$ cat src/rtl/stump_pkg.sv
// rtl/stump_pkg.sv - shared encodings for the Stump control sequencer
package stump_pkg;

    typedef enum logic [1:0] {
        FETCH   = 2'b00,
        EXECUTE = 2'b01,
        MEMORY  = 2'b10,
        ILLEGAL = 2'b11
    } state_t;

    localparam logic [2:0] OP_ADD  = 3'b000;
    localparam logic [2:0] OP_ADC  = 3'b001;
    localparam logic [2:0] OP_SUB  = 3'b010;
    localparam logic [2:0] OP_SBC  = 3'b011;
    localparam logic [2:0] OP_AND  = 3'b100;
    localparam logic [2:0] OP_OR   = 3'b101;
    localparam logic [2:0] OP_LDST = 3'b110;
    localparam logic [2:0] OP_BCC  = 3'b111;

    localparam logic [3:0] COND_AL = 4'h0;
    localparam logic [3:0] COND_NV = 4'h1;
    localparam logic [3:0] COND_HI = 4'h2;
    localparam logic [3:0] COND_LS = 4'h3;
    localparam logic [3:0] COND_CC = 4'h4;
    localparam logic [3:0] COND_CS = 4'h5;
    localparam logic [3:0] COND_NE = 4'h6;
    localparam logic [3:0] COND_EQ = 4'h7;
    localparam logic [3:0] COND_VC = 4'h8;
    localparam logic [3:0] COND_VS = 4'h9;
    localparam logic [3:0] COND_PL = 4'hA;
    localparam logic [3:0] COND_MI = 4'hB;
    localparam logic [3:0] COND_GE = 4'hC;
    localparam logic [3:0] COND_LT = 4'hD;
    localparam logic [3:0] COND_GT = 4'hE;
    localparam logic [3:0] COND_LE = 4'hF;

    localparam logic [1:0] SH_NONE = 2'b00;
    localparam logic [1:0] SH_ASR  = 2'b01;
    localparam logic [1:0] SH_ROR  = 2'b10;
    localparam logic [1:0] SH_RRC  = 2'b11;

    localparam int FLAG_N = 3;
    localparam int FLAG_Z = 2;
    localparam int FLAG_V = 1;
    localparam int FLAG_C = 0;

endpackage

$ cat src/rtl/stump_cond_eval.sv
// rtl/stump_cond_eval.sv - branch condition evaluator over {N,Z,V,C}
module stump_cond_eval
    import stump_pkg::*;
(
    input  logic [3:0] cond_i,
    input  logic [3:0] cc_i,
    output logic       take_o
);

    logic n, z, v, c;

    assign n = cc_i[FLAG_N];
    assign z = cc_i[FLAG_Z];
    assign v = cc_i[FLAG_V];
    assign c = cc_i[FLAG_C];

    always_comb begin
        take_o = 1'b0;
        case (cond_i)
            COND_AL: take_o = 1'b1;
            COND_NV: take_o = 1'b0;
            COND_HI: take_o = c & ~z;
            COND_LS: take_o = ~c | z;
            COND_CC: take_o = ~c;
            COND_CS: take_o = c;
            COND_NE: take_o = ~z;
            COND_EQ: take_o = z;
            COND_VC: take_o = ~v;
            COND_VS: take_o = v;
            COND_PL: take_o = ~n;
            COND_MI: take_o = n;
            COND_GE: take_o = n ~^ v;
            COND_LT: take_o = n ^ v;
            COND_GT: take_o = ~z & (n ~^ v);
            COND_LE: take_o = z | (n ^ v);
            default: take_o = 1'b0;
        endcase
    end

endmodule

$ cat src/rtl/stump_control.sv
// rtl/stump_control.sv - FETCH/EXECUTE/MEMORY sequencer and decoder for the Stump datapath
module stump_control
    import stump_pkg::*;
(
    input  logic        clk,
    input  logic        rst,
    input  logic [15:0] ir,
    input  logic [3:0]  alu_flags,
    input  logic [15:0] alu_result,
    output logic [1:0]  state,
    output logic [3:0]  cc,
    output logic [15:0] addr,
    output logic        ir_en,
    output logic        pc_inc,
    output logic [2:0]  func,
    output logic [2:0]  src_a,
    output logic [2:0]  src_b,
    output logic [2:0]  dest,
    output logic        opb_imm,
    output logic        imm_br,
    output logic [1:0]  shift_op,
    output logic        reg_write,
    output logic        wb_mem,
    output logic        mem_ren,
    output logic        mem_wen,
    output logic        addr_alu
);

    state_t      state_q, state_d;
    logic [3:0]  cc_q, cc_d;
    logic [15:0] addr_q, addr_d;

    logic [2:0] opc;
    logic       imm_type;
    logic       s_l;
    logic       take;
    logic       is_alu;

    assign opc      = ir[15:13];
    assign imm_type = ir[12];
    assign s_l      = ir[11];
    assign is_alu   = (opc != OP_LDST) && (opc != OP_BCC);

    stump_cond_eval u_cond (
        .cond_i (ir[11:8]),
        .cc_i   (cc_q),
        .take_o (take)
    );

    always_comb begin
        state_d = FETCH;
        cc_d    = cc_q;
        addr_d  = addr_q;
        case (state_q)
            FETCH:   state_d = EXECUTE;
            EXECUTE: begin
                if (opc == OP_LDST) begin
                    state_d = MEMORY;
                    addr_d  = alu_result;
                end else if (is_alu && s_l) begin
                    cc_d = alu_flags;
                end
            end
            default: state_d = FETCH;
        endcase
    end

    always_ff @(posedge clk) begin
        if (rst) begin
            state_q <= FETCH;
            cc_q    <= 4'b0000;
            addr_q  <= 16'h0000;
        end else begin
            state_q <= state_d;
            cc_q    <= cc_d;
            addr_q  <= addr_d;
        end
    end

    // Strobes are forced low while rst is high so a reset landing mid-instruction
    // cannot corrupt memory or the register bank.
    logic ren_raw, wen_raw, rw_raw, ir_en_raw, pc_inc_raw;

    always_comb begin
        ir_en_raw  = 1'b0;
        pc_inc_raw = 1'b0;
        ren_raw    = 1'b0;
        wen_raw    = 1'b0;
        rw_raw     = 1'b0;
        func       = OP_ADD;
        src_a      = ir[7:5];
        src_b      = ir[4:2];
        dest       = ir[10:8];
        opb_imm    = 1'b0;
        imm_br     = 1'b0;
        shift_op   = SH_NONE;
        wb_mem     = 1'b0;
        addr_alu   = 1'b0;
        case (state_q)
            FETCH: begin
                ren_raw    = 1'b1;
                ir_en_raw  = 1'b1;
                pc_inc_raw = 1'b1;
            end
            EXECUTE: begin
                if (opc == OP_BCC) begin
                    src_a   = 3'd7;
                    dest    = 3'd7;
                    opb_imm = 1'b1;
                    imm_br  = 1'b1;
                    rw_raw  = take;
                end else begin
                    func     = is_alu ? opc : OP_ADD;
                    opb_imm  = imm_type;
                    shift_op = imm_type ? SH_NONE : ir[1:0];
                    rw_raw   = is_alu;
                end
            end
            MEMORY: begin
                addr_alu = 1'b1;
                if (s_l) begin
                    wen_raw = 1'b1;
                    src_a   = ir[10:8];
                end else begin
                    ren_raw = 1'b1;
                    wb_mem  = 1'b1;
                    rw_raw  = 1'b1;
                end
            end
            default: begin
                src_a = 3'd0;
                src_b = 3'd0;
                dest  = 3'd0;
            end
        endcase
    end

    assign ir_en     = ir_en_raw  & ~rst;
    assign pc_inc    = pc_inc_raw & ~rst;
    assign mem_ren   = ren_raw    & ~rst;
    assign mem_wen   = wen_raw    & ~rst;
    assign reg_write = rw_raw     & ~rst;

    assign state = state_q;
    assign cc    = cc_q;
    assign addr  = addr_q;

endmodule

$ cat config.mk
export PLATFORM = sky130hd
export DESIGN_NAME = stump_control
export DESIGN_NICKNAME = d
export VERILOG_FILES = /design/src/rtl/stump_pkg.sv /design/src/rtl/stump_cond_eval.sv /design/src/rtl/stump_control.sv
export SDC_FILE = /design/constraint.sdc
export NUM_CORES = 1
export LEC_CHECK = 0
export ABC_CLOCK_PERIOD_IN_PS = 4600
export CORE_AREA = 2 2 54 69
export CTS_CLUSTER_DIAMETER = 120
export DETAILED_ROUTE_END_ITERATION = 8
export DIE_AREA = 0 0 56 71
export PLACE_DENSITY = 0.79
export SETUP_SLACK_MARGIN = 0.05
export SLEW_MARGIN = 15
export SYNTH_ARGS = -nofsm -noshare
export SYNTH_HDL_FRONTEND = slang
export SYNTH_SLANG_ARGS = --single-unit
export TNS_END_PERCENT = 10
$ cat constraint.sdc
create_clock -name clk -period 4.6 [get_ports clk]
set_input_delay 0.46 -clock clk [delete_from_list [all_inputs] [get_ports clk]]
set_output_delay 0.46 -clock clk [all_outputs]
set_load 0.01 [all_outputs]
== Yosys cells after proc, flatten, opt, wreduce, memory -nomap -nowiden ==
Index checks and enable logic that the tools add are counted.
Storage, ports and cells
  word-level logic and storage cells: 76
  input port bits: 38
  bits in registers: 22
Cells by class
  equality and inequality tests: 21
  bitwise operators: 16
  reductions and logical operators: 8
  muxes and demuxes: 28
Operators by type and width (number)
  equality test 4 bit, second input constant: 8
  two-way mux 3 bit: 7
  equality test 4 x 3 -> 1 bit, second input constant: 4
  case mux 1 bit (16 select lines): 1
  two-way mux 1 bit: 11
  case mux 3 bit (3 select lines): 1
  equality test 4 x 2 -> 1 bit, second input constant: 2
  two-way mux 2 bit: 4
  AND 1 bit: 6
  equality test 3 bit, second input constant: 2
  inequality test 3 bit, second input constant: 2
  NOT 1 bit: 6
  case mux 3 bit (2 select lines): 1
  equality test 4 x 1 -> 1 bit, second input constant: 1
  zero test 4 bit: 1
  case mux 1 bit (2 select lines): 2
  case mux 2 bit (2 select lines): 1
  AND reduction 3 bit: 1
  OR reduction 3 bit: 1
  equality test 2 x 1 -> 1 bit, second input constant: 1
  equality test 2 bit, second input constant: 1
  logical AND 1 bit: 2
  zero test 2 bit: 1
  bitwise OR 1 bit: 2
  other kinds (4): 4

== Depth between registers and ports, before layout ==
  depth after elaboration: 6
  gate-level depth with buffers: 7

== Modules after synthesis ==
From an unflattened synthesis, not the netlist that was laid out.
Second synthesis, totals
  cell total of the unflattened synthesis: 171
  area, all modules: 1373.8 um^2
By module, submodules not included
  stump_control: area an instance 1176.1 um^2, cells each 145, times used 1, seq. area each 440.4 um^2
  stump_cond_eval: area an instance 197.7 um^2, cells each 26, times used 1, seq. area each 0.0 um^2

== Worst setup path before layout ==
OpenSTA, ideal clock, no wires.
  kind: reg2out
  from: register state_q[0], in the netlist state[0]
  to: output src_a[0]
  data required time: 4140 ps
  setup slack: 2582 ps
  data arrival time: 1558 ps
  path buffers: 0
  cell stages (with the launch flop): 7
  cells stage by stage: dfxtp_1 inv_1 ha_1 nor2b_1 or3_1 a21oi_1 a21oi_1
Between the ends
  word-level cells in the longest chain between the ends: 2
  elaborated cells on any way between the ends: 4
  those cells by class: eq/ne (2); mux (1); reduce/logical (1)
RTL lines
  start, declared: line stump_control.sv:29  | state_t state_q, state_d;
  start signal, assigned: line stump_control.sv:74  | state_q <= state_d;
  equality test 2 bit, or another cell as far along: line stump_control.sv:99  | case (state_q)
  case mux 3 bit (3 select lines) (*): line stump_control.sv:99
  end, declared: line stump_control.sv:16  | output logic [2:0] src_a,
Mark *: on every way between the ends. The rest lies on a longest branch, timed or not.

== Worst setup path after layout ==
  from: input ir[11]
  to: output src_a[1]
Between the ends
  word-level cells in the longest chain between the ends: 2
RTL lines
  start, declared: line stump_control.sv:7  | input logic [15:0] ir,
  two-way mux 3 bit: line stump_control.sv:121  | if (s_l) begin
  case mux 3 bit (3 select lines): line stump_control.sv:99
No other way between the ends.

==> run_results.csv <==
group,metric,value,unit
critical_path,cp.arrival,2.39,ns
route,vias,1344,
global_routing,grt_pass1_wl,5560,um
synth,synth_warnings,0,
global_routing,grt-ovfl-total,0,
clock_tree,cts_setup_buffers,0,
sta,setup_viol,0,
placement,portBuffers,82,
hold_path,hold_path.startpoint,"addr[0]",
finish,fillCellCount,316,
critical_path,critical_path_class,"primary input to output pin",
finish,fin_cells,275,
placement,place_area,2040,um^2
synth,ys_types,30,
global_routing,grt_usage,16.9,%
route,remaining_drc_errors,0,
sta,maxSlewViolCount,0,
global_routing,grt_max_degree,27,
die,start_util,36.2,%
outcome,status,"complete, no violations",
sta,clock_skew,0.00460,ns
synth,synth_compound_area_share,15.4,%
finish,antenna_cells,0,
sta,fin_ws,1.75,ns
synth,yosys-mux-area-fraction,6.79,%
synth,syn_area,1220,um^2
synth,syn_nets,202,
synth,ys_seq_elements,22,
critical_path,cp-start-kind,"primary input",
placement,dp_hpwl,2510,um
synth,synthCells,160,
synth,yosys.area_share.adder,4.12,%
critical_path,worst-endpoint-required,4.14,ns
sta,final-hold-violation-count,0,
route,totalWireLength,3310,um
finish,drive_gt1_share,3.81,%
pwr,power.density,216,nW/um^2
clock_tree,cts_buffer_depth,2,
synth,seq_area_frac_synth,36.2,%
clock_tree,clkLatencyLatePin,0.26,ns
sta,layout_min_cycle_time,2.85,ns
run,cap_violations,0,
sta,slew_headroom,52.0,%
global_routing,grt_pass1_vias,1254,
critical_path,crit_path_end,"src_a[1]",
clock_tree,cts_tree,"yes",
route,wl_per_cell,12.0,um
clock_tree,post_cts_resized,0,
critical_path,rr_worst_depth,5,
critical_path,r2r-start,"state[1]",
route,drtIter0Drc,36,
placement,gp_congestion,0.727,
die,fp.dieH,71,um
route,dr.pass1.iters,3,
finish,finalInstanceArea,2090,um^2
global_routing,antenna_found_initial,0,
clock_tree,cts_num_sinks,22,
sta,tns,0,ns
route,vias_per_cell,4.89,
clock_tree,cts_buffers,3,
die,die_w,56,um
finish,nets,279,
sta,whs,0.453,ns
finish,area_delta_synth_final,71.9,%
die,coreArea,3360,um^2
critical_path,crit_path_end_kind,"output pin",
sta,worstMarginPinSlew,0.716,ns
critical_path,crit_path_start,"ir[11]",
clock_tree,cts_hold_buffers,0,
die,fp-row-count,24,
placement,pre_cts_ws,1.76,ns
sta,finalCritPeriodShare,61.9,%
critical_path,reg2reg_setup_slack,2.66,ns
critical_path,critPathMaxFanout,12,
critical_path,r2r-end,"addr[8]",
synth,synth_top_family_by_area,"simple AND/OR/NAND/NOR gates",
die,io_pins,83,
synth,synth_xor_area_share,1.44,%
placement,place_inst,271,
hold_path,worst_hold_path_type,"flop to flop",
clock_tree,cts-htree-levels,1,
clock_tree,clk_pin_slew,0.07,ns
sta,fmax,351,MHz
synth,syn_avg_cell_area,7.60,um^2
route,drtAntennaViolNets,0,
pwr,power.leakage,0.819,nW
clock_tree,root_buffer,"clkbuf_8",
pwr,irDropWorstVdd,216,uV
die,dieArea,3980,um^2
synth,yosys.area_share.simple,30.0,%
sta,rsz0062_at_grt,"no",
-- worst max-delay path, stage by stage --
cell	delay, ns
clkdlybuf4s50_1	0.70
nor2b_1	0.15
or3_1	0.36
a21oi_1	0.16
a21oi_1	0.08
clkdlybuf4s50_1	0.48
-- final cells by class --
class	count	area, um^2	area share [%]
repair buffers	83	828	39.6
multi-input cells	123	703	33.6
flip-flops and latches	22	440	21.1
clock buffers	4	55.1	2.63
well taps	39	48.8	2.33
inverters	4	15.0	0.718
-- where the power goes --
group	switching, mW	internal, mW
Combinational	0.0456	0.0716
Clock	0.0595	0.0762
Sequential	0.00363	0.195
-- cells by family after synthesis --
group | after synthesis
adder cells (fa/ha/maj) | 4
flip-flops | 22
multiplexers | 8
buffers and inverters | 15
AO/OA/AOI/OAI | 34
AND/OR/NAND/NOR | 75
XOR/XNOR | 2
-- stage by stage --
step | utilization (%) | power (mW)
2_1_floorplan | - | 0.251
3_3_place_gp | 60.5 | 0.320
3_5_place_dp | 60.5 | 0.321
4_1_cts | 62.2 | 0.456
5_1_grt | 62.2 | 0.475
6_report | 62.2 | 0.451
-- cell usage after synthesis --
master | n | share of area [%]
dfxtp_1 | 22 | 36
o21bai_1 | 2 | 1.2
mux2_2 | 2 | 1.9
buf_6 | 1 | 0.93
o21ai_0 | 2 | 0.82
nand2_1 | 38 | 12
nand4b_1 | 1 | 0.72
a31oi_1 | 2 | 1.0
nand2_2 | 1 | 0.51
xor2_1 | 2 | 1.4
and3_1 | 4 | 2.1
o21a_1 | 1 | 0.62
ha_1 | 4 | 4.1
mux2i_1 | 6 | 4.9
o311a_1 | 1 | 0.82
clkbuf_1 | 5 | 1.5
nand4_1 | 1 | 0.51
or3_1 | 2 | 1.0
inv_1 | 4 | 1.2
nor2b_1 | 8 | 4.1
nor3b_4 | 1 | 1.5
nor3b_1 | 1 | 0.62
a21oi_1 | 25 | 10
nand3b_1 | 1 | 0.62
a21o_1 | 1 | 0.62
nor2_1 | 10 | 3.1
nand3_1 | 5 | 2.1
buf_2 | 4 | 1.6
buf_4 | 1 | 0.62
and3b_1 | 2 | 1.4
-- flip-flops by register name, summed over array words and instances, names as in the netlist --
name and cells:
addr 16, state 2, cc 4
-- routing by layer --
layer  routed length, um  share of wire [%]  GRT usage [%]
met1                1350                 41           20.4
met2                1570                 48           28.0
met3                 340                 10           5.48
met4                  45                1.4           6.35
met5                   0                  0              0
-- worst min-delay path by stage --
stage	to	slack [ns]	depth (start not counted)
2_1_floorplan	addr[0]	0.48	2
3_3_place_gp	addr[10]	0.44	2
3_5_place_dp	addr[0]	0.45	2
4_1_cts	addr[10]	0.46	2
5_1_grt	addr[10]	0.47	2
6_report	addr[0]	0.45	2
-- cell usage in the layout (no fill, tap or decap) --
master           count
clkbuf_8             4
dfxtp_1             22
nor3b_4              1
nand2_2              1
mux2i_1              6
mux2_2               2
and3_1               4
nand3b_1             1
o311a_1              1
and3b_1              2
o21ai_0              2
buf_4                1
nor3b_1              1
nor2b_1              8
a31oi_1              2
nand4_1              1
a21o_1               1
inv_1                4
nand3_1              5
nand4b_1             1
or3_1                2
xor2_1               2
ha_1                 4
clkdlybuf4s50_1     82
o21bai_1             2
o21a_1               1
a21oi_1             25
nor2_1              10
nand2_1             38
Note: power is estimated with default switching activity, not from simulation.
